## src/rtl/acc_stream_nb.sv

```systemverilog
// Frame accumulator: sums N_W+1-bit adder results into ACC_W bits over CNT_MAX samples or until flush.
// Optional macro ACC_SAT_EN: clamp accumulator to all-ones on overflow instead of wrapping.
module acc_stream_nb #(
  parameter int N_W     = 16,
  parameter int ACC_W   = 24,
  parameter int CNT_MAX = 8,
  localparam int CW     = $clog2(CNT_MAX + 1)
) (
  input  logic             clk,
  input  logic             rst,
  input  logic             in_valid,
  output logic             in_ready,
  input  logic [N_W:0]     in_data,
  input  logic             flush,
  output logic             out_valid,
  input  logic             out_ready,
  output logic [ACC_W-1:0] out_data,
  output logic [CW-1:0]    out_cnt,
  output logic             out_ovf
);

  localparam logic [1:0] S_IDLE = 2'd0;
  localparam logic [1:0] S_ACC  = 2'd1;
  localparam logic [1:0] S_HOLD = 2'd2;

  logic [1:0]       r_state;
  logic [ACC_W-1:0] r_acc;
  logic [CW-1:0]    r_cnt;
  logic             r_ovf;

  logic             w_accept;
  logic [ACC_W:0]   w_sum;
  logic [ACC_W-1:0] w_acc_nx;
  logic [CW-1:0]    w_cnt_nx;
  logic             w_last;

  assign in_ready  = (r_state != S_HOLD);
  assign out_valid = (r_state == S_HOLD);
  assign out_data  = r_acc;
  assign out_cnt   = r_cnt;
  assign out_ovf   = r_ovf;

  assign w_accept = in_valid && in_ready;
  // One extra bit on the sum so the carry out of ACC_W is the overflow flag.
  assign w_sum    = {1'b0, r_acc} + {{(ACC_W - N_W){1'b0}}, in_data};
  assign w_cnt_nx = r_cnt + 1'b1;
  assign w_last   = (w_cnt_nx == CW'(CNT_MAX));

`ifdef ACC_SAT_EN
  // Once clamped the accumulator stays at all-ones for the rest of the frame.
  assign w_acc_nx = (w_sum[ACC_W] || r_ovf) ? {ACC_W{1'b1}} : w_sum[ACC_W-1:0];
`else
  assign w_acc_nx = w_sum[ACC_W-1:0];
`endif

  always_ff @(posedge clk or posedge rst) begin
    if (rst) begin
      r_state <= S_IDLE;
      r_acc   <= '0;
      r_cnt   <= '0;
      r_ovf   <= 1'b0;
    end else begin
      case (r_state)
        S_IDLE, S_ACC: begin
          if (w_accept) begin
            r_acc <= w_acc_nx;
            r_cnt <= w_cnt_nx;
            r_ovf <= r_ovf | w_sum[ACC_W];
          end
          // Flush only counts once the frame holds a sample; a coincident sample is folded in first.
          if (w_accept && w_last)
            r_state <= S_HOLD;
          else if (flush && r_state == S_ACC)
            r_state <= S_HOLD;
          else if (w_accept)
            r_state <= S_ACC;
        end
        S_HOLD: begin
          if (out_ready) begin
            r_state <= S_IDLE;
            r_acc   <= '0;
            r_cnt   <= '0;
            r_ovf   <= 1'b0;
          end
        end
        default: r_state <= S_IDLE;
      endcase
    end
  end

endmodule

```

## config.mk

```make
export PLATFORM = sky130hd
export DESIGN_NAME = acc_stream_nb
export DESIGN_NICKNAME = d
export VERILOG_FILES = /design/src/rtl/acc_stream_nb.sv
export SDC_FILE = /design/constraint.sdc
export NUM_CORES = 1
export LEC_CHECK = 0
export BUFFER_PORTS_ARGS = -buffer_cell sky130_fd_sc_hd__buf_2
export CORE_UTILIZATION = 33
export DETAILED_ROUTE_END_ITERATION = 16
export PLACE_DENSITY_LB_ADDON = 0.12
export SYNTH_ARGS = -nofsm -noshare
export SYNTH_HDL_FRONTEND = slang
export SYNTH_SLANG_ARGS = --single-unit
export TNS_END_PERCENT = 1
```

## constraint.sdc

```tcl
create_clock -name clk -period 5.75 [get_ports clk]
set_clock_uncertainty 0.2 [all_clocks]
set_input_delay 1.725 -clock clk [delete_from_list [all_inputs] [get_ports clk]]
set_output_delay 1.725 -clock clk [all_outputs]
set_load 0.005 [all_outputs]
```

**Yosys cells after proc, flatten, opt, wreduce, memory -nomap -nowiden**

Index checks and enable logic that the tools add are counted.

- Equality and inequality tests: 7
- Mux-type cells: 14
- $add $sub $neg: 2
- Reduce and logical (&&, ||, !) cells: 8
- Bitwise operators: 1

Operators by type and width:

| kind | count |
|---|---|
| 2-to-1 mux 24 bit | 2 |
| one-hot mux 24 bit (2 select lines) | 1 |
| adder 24 x 17 -> 25 bit | 1 |
| 2-to-1 mux 2 bit | 4 |
| 2-to-1 mux 4 bit | 2 |
| one-hot mux 4 bit (2 select lines) | 1 |
| adder 4 x 1 -> 4 bit (second input constant) | 1 |
| == test 4 bit (second input constant) | 1 |
| inequality test 2 bit (second input constant) | 2 |
| inequality test 4 bit (second input constant) | 1 |
| one-hot mux 2 bit (2 select lines) | 1 |
| logical AND 1 bit | 3 |
| AND reduction 3 bit | 1 |
| == test 2 x 1 -> 1 bit (second input constant) | 1 |
| == test 2 bit (second input constant) | 1 |
| zero test 2 bit | 1 |
| 2-to-1 mux 1 bit | 2 |
| inequality test 2 x 1 -> 1 bit (second input constant) | 1 |
| one-hot mux 1 bit (2 select lines) | 1 |
| AND reduction 2 bit | 1 |
| nonzero test 2 bit | 1 |
| OR reduction 2 bit | 1 |
| OR 1 bit | 1 |

- Output and inout bits: 31
- Register bits after elaboration: 31
- Bits of input ports: 22

**Logic depth before layout (Yosys ltp)**

Gate-level depths: netlist of the first run.

- Depth after elaboration: 6
- Depth in mapped cells: 8
- Mapped depth without buffers: 8

**Worst setup path before layout of the first run**

OpenSTA, ideal clock, no wires.

- Kind: input-to-reg
- Start point: input port in_data[0]
- End point: register r_acc[20], in the netlist out_data[20]
- Cell stages on the path: 7
- Setup time: 0.124 ns
- Path buffers: 0
- Slack: 1.976 ns
- Arrival time: 3.450 ns
- Required time: 5.426 ns
- Cells stage by stage: ha_1 fa_1 a211oi_1 o211ai_2 a31oi_1 a21oi_1 a211o_1

- Cells in the longest elaborated chain, start to end: 3

RTL lines:

| item | RTL line | source |
|---|---|---|
| start: declaration | 13 | `input logic [N_W:0] in_data,` |
| adder 24 x 17 -> 25 bit | 45 | `assign w_sum = {1'b0, r_acc} + {{(ACC_W - N_W){1'b0}}, in_data};` |
| 2-to-1 mux 24 bit | 65 | `if (w_accept) begin` |
| one-hot mux 24 bit (2 select lines) | 63 | `case (r_state)` |
| end signal: assignment | 66 | `r_acc <= w_acc_nx;` |
| end: declaration | 27 | `logic [ACC_W-1:0] r_acc;` |

Every way passes these cells. The select of a mux whose other input is x is not followed.
A chain may end at the register's enable or synchronous reset.

**Worst setup path in the final report of the first run**

- Start point: input port in_data[0]
- End point: register r_ovf, in the netlist out_ovf

- Cells in the longest elaborated chain, start to end: 4

RTL lines:

| item | RTL line | source |
|---|---|---|
| adder 24 x 17 -> 25 bit | 45 |  |
| OR 1 bit | 68 | `r_ovf <= r_ovf \| w_sum[ACC_W];` |
| 2-to-1 mux 1 bit | 65 |  |
| one-hot mux 1 bit (2 select lines) | 63 |  |
| end signal: assignment | 68 |  |
| end: declaration | 29 | `logic r_ovf;` |

Every way passes these cells. The select of a mux whose other input is x is not followed.

==> results_tabular.tex, run 1 <==
\begin{tabular}{lr}
\hline
Metric & Value \\
\hline
\multicolumn{2}{l}{\textbf{Power}} \\
\quad Peak supply drop & 192 uV \\
\quad Power after layout & 1470 uW \\
\quad Power density cells & about 540 mW/mm\^{}2 \\
\quad Static leakage power & 0.00126 uW \\
\multicolumn{2}{l}{\textbf{Logic synthesis}} \\
\quad Most frequently used flop master after synthesis & sky130\_fd\_sc\_hd\_\_dfrtp\_1 \\
\quad Net count after synthesis & $\sim$310 \\
\quad EDFF count, synth & 0 \\
\quad Average size of a mapped cell & between 8 and 9 um\^{}2 \\
\quad Count of different cell masters after synthesis & 46 \\
\quad Proportion of register bits with asynchronous set or reset after synthesis & 100\% \\
\quad Cell area after technology mapping & between 0.002 and 0.0025 mm\^{}2 \\
\quad Count of mapped cells out of synthesis & 267 \\
\quad Sequential share of the synthesized area & 33.9\% \\
\quad Yosys reg bits & 31 \\
\quad Number of warnings printed during yosys synthesis & 0 \\
\multicolumn{2}{l}{\textbf{STA}} \\
\quad Portion of the clock cycle consumed by the worst path in the final layout & 69.2\% \\
\quad Final worst path period need & 3.98 ns \\
\quad Max\_slew headroom & 38.4\% \\
\quad Number of failing hold endpoints at the final stage & 0 \\
\quad Upper clock frequency limit & 251 MHz \\
\quad Finish-stage setup viols & 0 \\
\quad Post-route setup TNS & 0 ns \\
\quad Fin. max-slew vios & 0 \\
\quad Pin slew with the least headroom to its limit & between 0.9 and 1 ns \\
\quad Unrepaired setup endpoints after global routing & no \\
\multicolumn{2}{l}{\textbf{Min path}} \\
\quad Classification of the worst-slack hold path & flop to flop \\
\multicolumn{2}{l}{\textbf{Drt}} \\
\quad Remaining design rule violation count & 0 \\
\quad Via/cell ratio & 5.39 \\
\quad Vias post-DR & approximately 2100 \\
\quad WL per Instance & 15.2 um \\
\quad Antenna-violating nets left & 0 \\
\quad Routed wire length & 6040 um \\
\quad Number of iterations in the first detailed-routing pass & 4 \\
\quad DRC violation total after the first TritonRoute iteration & 110 \\
\multicolumn{2}{l}{\textbf{Setup path}} \\
\quad Crit path max fanout & 4 \\
\quad CP Launch Type & primary input \\
\quad Type of the worst setup path & primary input to flop \\
\quad Required time of the critical path & roughly 5.7 ns \\
\quad Number of cells on the worst reg-to-reg path & 8 \\
\quad Arrival time worst endpoint & 3.94 ns \\
\quad Worst setup startpoint & in\_data[0] \\
\quad RR Startpoint & out\_data[0]\$\_DFFE\_PP0P\_ \\
\quad Critical Path Sink Type & flop \\
\quad Endpoint of the worst setup timing path & out\_ovf\$\_DFFE\_PP0P\_ \\
\quad End of the worst register-to-register path & out\_ovf\$\_DFFE\_PP0P\_ \\
\quad Internal reg-to-reg setup slack & 2.92 ns \\
\multicolumn{2}{l}{\textbf{Finish}} \\
\quad Net count reported at finish & roughly 360 \\
\quad Final core utilization & 40.3\% \\
\quad Layout cell share with drive strength beyond 1 & 23.3\% \\
\quad Final cell area excluding filler cells & 0.00272 mm\^{}2 \\
\quad P\&R area growth vs syn & 18.7\% \\
\quad FILL cells & 717 \\
\quad Antenna diode count & 0 \\
\quad Number of cells in the finished layout apart from fillers & a little under 400 \\
\multicolumn{2}{l}{\textbf{GRT}} \\
\quad Overall track demand over capacity in global routing & 17.8\% \\
\quad Total grt overflow & 0 \\
\quad Antenna violations before repair & 0 \\
\quad Global-route wire length before repair & 10200 um \\
\quad Pin count of the biggest net entering global routing & 32 \\
\quad Vias in the first global route & 2073 \\
\multicolumn{2}{l}{\textbf{Die}} \\
\quad Vertical die dimension & 85.3 um \\
\quad Starting utilization of the core area & 33.9\% \\
\quad Area inside the core boundary & 0.00676 mm\^{}2 \\
\quad Total Die Area & 0.00728 mm\^{}2 \\
\quad Site Rows & 30 \\
\quad Horizontal die dimension & between 80 and 90 um \\
\quad I/O pin total & 53 \\
\multicolumn{2}{l}{\textbf{Clocking}} \\
\quad CTS H-Tree Depth & 2 \\
\quad Clock Pin Slew Worst Setup and Hold Paths & 0.07 ns \\
\quad Setup Buffers After CTS & 0 \\
\quad TritonCTS clock tree & built \\
\quad Number of gates given a new drive strength after cts & 0 \\
\quad Number of clock buffers inserted by TritonCTS & 5 \\
\quad Hold Buf Count CTS & 0 \\
\quad Root cell of the clock tree & sky130\_fd\_sc\_hd\_\_clkbuf\_8 \\
\quad Sink Count & 31 \\
\quad Clock network latency to the later pin of the worst-skew pair & roughly 0.28 ns \\
\quad Number of buffers on the longest clock path & 2 \\
\multicolumn{2}{l}{\textbf{Placed design}} \\
\quad Number of placed cells counting well taps & just under 400 \\
\quad Final RePlAce weighted congestion & $\sim$0.77 \\
\quad Number of I/O port buffers & between 50 and 60 \\
\quad Post-detail-place hpwl & 4410 um \\
\quad Standard cell area after detailed placement & 0.00262 mm\^{}2 \\
\multicolumn{2}{l}{\textbf{Job}} \\
\quad Number of max-cap violations & 0 \\
\multicolumn{2}{l}{\textbf{Outcome}} \\
\quad Result of the run & completed \\
\hline
\end{tabular}
==> through the flow <==
stage	setup WS, ns	hold WS [ns]
final	1.77	0.312
after global routing	1.57	0.345
after CTS	1.77	0.316
after detailed placement	1.51	0.299
after global placement	1.62	0.294
after floorplan	1.98	0.273
==> how the worst min path moves through the flow <==
stage | slack, ns | to | cells after the start | start
final | 0.31 | out_data[7]$_DFFE_PP0P_ | 2 | out_data[7]$_DFFE_PP0P_
after global routing | 0.35 | out_data[7]$_DFFE_PP0P_ | 2 | out_data[7]$_DFFE_PP0P_
after CTS | 0.32 | out_data[7]$_DFFE_PP0P_ | 2 | out_data[7]$_DFFE_PP0P_
after detailed placement | 0.30 | out_ovf$_DFFE_PP0P_ | 2 | out_ovf$_DFFE_PP0P_
after global placement | 0.29 | out_data[7]$_DFFE_PP0P_ | 2 | out_data[7]$_DFFE_PP0P_
after floorplan | 0.27 | out_ovf$_DFFE_PP0P_ | 2 | out_ovf$_DFFE_PP0P_
==> power breakdown <==
part / switching, uW / internal (uW)
registers: 97.6 / 312
logic: 495 / 367
clock network: 86.6 / 109
total: 680 / 789
==> final cells by class <==
cell class	count	area (um^2)	share of cell area, %
Sequential cell	31	776	28.5
Timing Repair Buffer	54	275	10.1
Multi-Input combinational cell	220	1450	53.3
Tap cell	80	100	3.68
Inverter	5	18.8	0.690
Clock buffer	8	100	3.68
==> cell usage after synthesis (2+ instances only) <==
cell type,count,share of area [%]
sky130_fd_sc_hd__o211ai_2,3,1.6
sky130_fd_sc_hd__nand2b_1,2,0.55
sky130_fd_sc_hd__buf_2,2,0.44
sky130_fd_sc_hd__o211ai_1,2,0.66
sky130_fd_sc_hd__nor2b_1,2,0.55
sky130_fd_sc_hd__o21ai_0,36,7.9
sky130_fd_sc_hd__nand4_1,6,1.6
sky130_fd_sc_hd__a211oi_2,3,1.6
sky130_fd_sc_hd__o31a_1,2,0.76
sky130_fd_sc_hd__inv_1,5,0.82
sky130_fd_sc_hd__mux2i_1,3,1.3
sky130_fd_sc_hd__o21a_1,2,0.66
sky130_fd_sc_hd__clkbuf_2,2,0.44
sky130_fd_sc_hd__xor2_1,10,3.8
sky130_fd_sc_hd__nor3_1,2,0.44
sky130_fd_sc_hd__and3_1,3,0.82
sky130_fd_sc_hd__a211o_1,2,0.76
sky130_fd_sc_hd__a22o_1,3,1.1
sky130_fd_sc_hd__a21oi_1,26,5.7
sky130_fd_sc_hd__nand2_1,40,6.6
sky130_fd_sc_hd__nand3_1,8,1.7
sky130_fd_sc_hd__clkbuf_1,7,1.1
sky130_fd_sc_hd__a211oi_1,4,1.3
sky130_fd_sc_hd__nor4_1,2,0.55
sky130_fd_sc_hd__nor2_1,13,2.1
sky130_fd_sc_hd__dfrtp_1,31,34
sky130_fd_sc_hd__nor3b_1,2,0.66
sky130_fd_sc_hd__xnor2_1,6,2.3
sky130_fd_sc_hd__ha_1,18,9.8
sky130_fd_sc_hd__a31oi_1,4,1.1
==> cell usage in the layout, fill, tap and decap left out, types with 2 or more instances in the layout <==
cell type,synthesis,layout
sky130_fd_sc_hd__a211o_1,2,2
sky130_fd_sc_hd__a211oi_1,4,4
sky130_fd_sc_hd__a211oi_2,3,3
sky130_fd_sc_hd__a21oi_1,26,26
sky130_fd_sc_hd__a22o_1,3,3
sky130_fd_sc_hd__a31oi_1,4,4
sky130_fd_sc_hd__and3_1,3,3
sky130_fd_sc_hd__buf_2,2,52
sky130_fd_sc_hd__buf_4,0,2
sky130_fd_sc_hd__clkbuf_8,0,7
sky130_fd_sc_hd__dfrtp_1,31,31
sky130_fd_sc_hd__ha_1,18,18
sky130_fd_sc_hd__inv_1,5,5
sky130_fd_sc_hd__mux2i_1,3,3
sky130_fd_sc_hd__nand2_1,40,40
sky130_fd_sc_hd__nand2b_1,2,2
sky130_fd_sc_hd__nand3_1,8,8
sky130_fd_sc_hd__nand4_1,6,6
sky130_fd_sc_hd__nor2_1,13,13
sky130_fd_sc_hd__nor2b_1,2,2
sky130_fd_sc_hd__nor3_1,2,2
sky130_fd_sc_hd__nor3b_1,2,2
sky130_fd_sc_hd__nor4_1,2,2
sky130_fd_sc_hd__o211ai_1,2,2
sky130_fd_sc_hd__o211ai_2,3,3
sky130_fd_sc_hd__o21a_1,2,2
sky130_fd_sc_hd__o21ai_0,36,36
sky130_fd_sc_hd__o31a_1,2,2
sky130_fd_sc_hd__xnor2_1,6,6
sky130_fd_sc_hd__xor2_1,10,10
==> kinds of logic after synthesis <==
family                     after synthesis  share of synthesized area [%]
xor gates and xnor gates                16                           6.12
AOI/OAI and AO/OA                       95                           26.1
buffers and inverters                   16                           2.84
DFF                                     31                           33.9
muxes                                    4                           1.80
adders and majority gates               19                           10.7
and+or+nand+nor                         86                           18.6
==> flip-flops by register name, indices dropped and copies added, names as in the netlist <==
name and cells:
out_cnt 4, out_data 24, r_state 2, out_ovf 1
==> per-layer routing <==
metal / wire (um) / share of wire [%] / global-route usage, % / up-vias
li1: - / - / - / 1078
met1: 3030 / 50 / 25.2 / 1022
met2: 2730 / 45 / 28.3 / 45
met3: 235 / 3.9 / 3.11 / 2
met4: 31 / 0.51 / 4.09 / 0
met5: 0 / 0 / 0 / -
==> critical path: stages <==
cell and delay [ns]:
sky130_fd_sc_hd__buf_2 0.10, sky130_fd_sc_hd__ha_1 0.23, sky130_fd_sc_hd__fa_1 0.44, sky130_fd_sc_hd__a211oi_1 0.38, sky130_fd_sc_hd__o211ai_2 0.16, sky130_fd_sc_hd__a31oi_1 0.36, sky130_fd_sc_hd__a21oi_1 0.22, sky130_fd_sc_hd__a31oi_1 0.21
sky130_fd_sc_hd__o21ai_0 0.11
No activity file was read; power rests on OpenSTA's default activity.
==> inputs of run 2 (changes only) <==
==> constraint.sdc (replaced) <==
create_clock -name clk -period 3.5 [get_ports clk]
set_clock_uncertainty 0.2 [all_clocks]
set_input_delay 1.05 -clock clk [delete_from_list [all_inputs] [get_ports clk]]
set_output_delay 1.05 -clock clk [all_outputs]
set_load 0.005 [all_outputs]
==> run 2 against run 1 <==
Non-clock buffer count increased by 7. Largest cell class unchanged. Total power increased by 67%. Setup slack got worse by 1.4 ns. Register-to-register slack got worse by 2.1 ns. Clock power increased by 62%. Critical path depth unchanged. Wire length decreased by 0.60%. First-iteration DRC count decreased by 11%. Via count increased by 1.2%. Largest power group unchanged. Die area unchanged. Utilization increased by 0.78 points. Clock-buffer cell count unchanged.
==> results_tabular.tex, run 2 (synthesized netlist as in run 1, its figures left out) <==
\begin{tabular}{lr}
\hline
Metric & Value \\
\hline
\multicolumn{2}{l}{\textbf{STA}} \\
\quad Fin. max-slew vios & 0 (unchanged) \\
\quad Portion of the clock cycle consumed by the worst path in the final layout & 90.2\% \\
\quad Post-route setup TNS & 0 ns (unchanged) \\
\quad Finish-stage setup viols & 0 (unchanged) \\
\quad Upper clock frequency limit & 317 MHz \\
\quad Number of failing hold endpoints at the final stage & 0 (unchanged) \\
\quad Final worst path period need & 3.16 ns \\
\quad Max\_slew headroom & 57.8\% (+19 points) \\
\quad Unrepaired setup endpoints after global routing & no \\
\quad Pin slew with the least headroom to its limit & 0.632 ns (-0.292 ns) \\
\multicolumn{2}{l}{\textbf{GRT}} \\
\quad Total grt overflow & 0 (unchanged) \\
\quad Pin count of the biggest net entering global routing & 32 (unchanged) \\
\quad Global-route wire length before repair & 10200 um (-0.33\%) \\
\quad Vias in the first global route & 2095 (+1.1\%) \\
\quad Overall track demand over capacity in global routing & 17.7\% (-0.049 points) \\
\quad Antenna violations before repair & 0 (unchanged) \\
\multicolumn{2}{l}{\textbf{Clocking}} \\
\quad Number of clock buffers inserted by TritonCTS & 5 (unchanged) \\
\quad Root cell of the clock tree & sky130\_fd\_sc\_hd\_\_clkbuf\_8 \\
\quad CTS H-Tree Depth & 2 (unchanged) \\
\quad Clock Pin Slew Worst Setup and Hold Paths & 0.07 ns (about the same) \\
\quad TritonCTS clock tree & built \\
\quad Number of gates given a new drive strength after cts & 0 (unchanged) \\
\quad Clock network latency to the later pin of the worst-skew pair & 0.28 ns (about the same) \\
\quad Setup Buffers After CTS & 0 (unchanged) \\
\quad Sink Count & 31 (unchanged) \\
\quad Hold Buf Count CTS & 0 (unchanged) \\
\quad Number of buffers on the longest clock path & 2 (unchanged) \\
\multicolumn{2}{l}{\textbf{Die}} \\
\quad Starting utilization of the core area & 33.9\% (unchanged) \\
\quad Site Rows & 30 (unchanged) \\
\quad Vertical die dimension & 85.3 um (unchanged) \\
\quad Horizontal die dimension & 85.3 um (unchanged) \\
\quad I/O pin total & 53 (unchanged) \\
\quad Area inside the core boundary & 0.00676 mm\^{}2 (unchanged) \\
\quad Total Die Area & 0.00728 mm\^{}2 (unchanged) \\
\multicolumn{2}{l}{\textbf{Placed design}} \\
\quad Number of I/O port buffers & 52 (unchanged) \\
\quad Final RePlAce weighted congestion & 0.831 (+7.3\%) \\
\quad Post-detail-place hpwl & 4400 um (-0.17\%) \\
\multicolumn{2}{l}{\textbf{Finish}} \\
\quad Layout cell share with drive strength beyond 1 & 24.9\% (+1.7 points) \\
\quad Commonest non-fill, non-tap cells in the layout & sky130\_fd\_sc\_hd\_\_buf\_2, sky130\_fd\_sc\_hd\_\_nand2\_1, sky130\_fd\_sc\_hd\_\_o21ai\_0, sky130\_fd\_sc\_hd\_\_dfrtp\_1, sky130\_fd\_sc\_hd\_\_a21oi\_1 \\
\quad Area taken by multi-input logic gates & 0.00145 mm\^{}2 (unchanged) \\
\quad Net count reported at finish & 365 (+2.0\%) \\
\quad Final core utilization & 41.0\% (+0.78 points) \\
\quad Storage cell area & 776 um\^{}2 (unchanged) \\
\quad Antenna diode count & 0 (unchanged) \\
\quad P\&R area growth vs syn & 21.0\% \\
\quad FILL cells & 736 (+2.6\%) \\
\quad Flip-flop count of the largest register after layout & 24 (unchanged) \\
\quad Most common cell after layout, fill and taps aside & sky130\_fd\_sc\_hd\_\_buf\_2 \\
\multicolumn{2}{l}{\textbf{Drt}} \\
\quad DRC violation total after the first TritonRoute iteration & 98 (-11\%) \\
\quad Routed wire length & 6000 um (-0.60\%) \\
\quad Remaining design rule violation count & 0 (unchanged) \\
\quad Via/cell ratio & 5.36 (-0.58\%) \\
\quad Vias post-DR & 2172 (+1.2\%) \\
\quad Antenna-violating nets left & 0 (unchanged) \\
\quad WL per Instance & 14.8 um (-2.3\%) \\
\quad Number of iterations in the first detailed-routing pass & 4 (unchanged) \\
\multicolumn{2}{l}{\textbf{Outcome}} \\
\quad Result of the run & completed \\
\multicolumn{2}{l}{\textbf{Power}} \\
\quad Peak supply drop & 289 uV (+51\%) \\
\quad Static leakage power & 0.00129 uW (+2.7\%) \\
\quad Power density cells & 884 mW/mm\^{}2 (+64\%) \\
\multicolumn{2}{l}{\textbf{Setup path}} \\
\quad CP Launch Type & primary input \\
\quad Arrival time worst endpoint & 3.12 ns (-0.82 ns) \\
\quad Critical Path Sink Type & flop \\
\quad Type of the worst setup path & primary input to flop \\
\quad Crit path max fanout & 4 (unchanged) \\
\quad Required time of the critical path & 3.47 ns (-2.24 ns) \\
\multicolumn{2}{l}{\textbf{Job}} \\
\quad Number of max-cap violations & 0 (unchanged) \\
\multicolumn{2}{l}{\textbf{Min path}} \\
\quad Classification of the worst-slack hold path & flop to flop \\
\hline
\end{tabular}
-- run 2: cell count changes in the layout (fill, tap and decap cells not counted) --
cell and delta:
sky130_fd_sc_hd__buf_4 +7
-- run 2: layer usage --
layer	routed length, um	global-route usage [%]	part of all wire, %
met5	0	0	0
met1	2950	24.1	49
met2	2680	27.5	45
met3	239	3.89	4.0
met4	126	6.97	2.1
-- run 2: through the flow --
step / cells / instance area, um^2 / setup slack [ns] / hold WS (ns) / total power, uW
4_1_cts: 405 / 2770 / 0.343 / 0.302 / 2480
3_3_place_gp: 397 / 2670 / 0.119 / 0.288 / 2140
3_5_place_dp: 397 / 2670 / 0.0480 / 0.281 / 2140
6_report: 405 / 2770 / 0.344 / 0.308 / 2450
5_1_grt: 405 / 2770 / 0.203 / 0.336 / 2700
2_1_floorplan: 267 / 2290 / 0.401 / 0.273 / 1680
-- run 2: area by class of cell --
class | count | share of cell area, %
Multi-Input combinational cell | 220 | 52.3
Sequential cell | 31 | 28.0
Timing Repair Buffer | 61 | 11.8
Clock buffer | 8 | 3.61
Tap cell | 80 | 3.61
Inverter | 5 | 0.677
-- run 2: final timing paths --
path	startpoint	endpoint	slack [ns]	cells past startpoint
min in group asynchronous	rst	out_data[3]$_DFFE_PP0P_	0.64	3
max in group asynchronous	rst	r_state[1]$_DFFE_PP0P_	2.15	3
worst max-delay path	in_data[0]	out_ovf$_DFFE_PP0P_	0.34	9
worst max register to register	out_data[0]$_DFFE_PP0P_	out_ovf$_DFFE_PP0P_	0.82	8
worst min-delay path	out_ovf$_DFFE_PP0P_	out_ovf$_DFFE_PP0P_	0.31	2
worst min register to register	out_ovf$_DFFE_PP0P_	out_ovf$_DFFE_PP0P_	0.31	2
-- run 2: worst max-delay path, stage by stage --
cell                       delay (ns)
sky130_fd_sc_hd__buf_2           0.10
sky130_fd_sc_hd__ha_1            0.23
sky130_fd_sc_hd__fa_1            0.40
sky130_fd_sc_hd__a211oi_1        0.34
sky130_fd_sc_hd__o211ai_2        0.15
sky130_fd_sc_hd__a31oi_1         0.31
sky130_fd_sc_hd__a21oi_1         0.22
sky130_fd_sc_hd__a31oi_1         0.21
sky130_fd_sc_hd__o21ai_0         0.10
-- run 2: where the power goes --
part	total (uW)	switching (uW)	internal, uW
Clock	318	139	180
Combinational	1460	817	643
Sequential	673	160	513
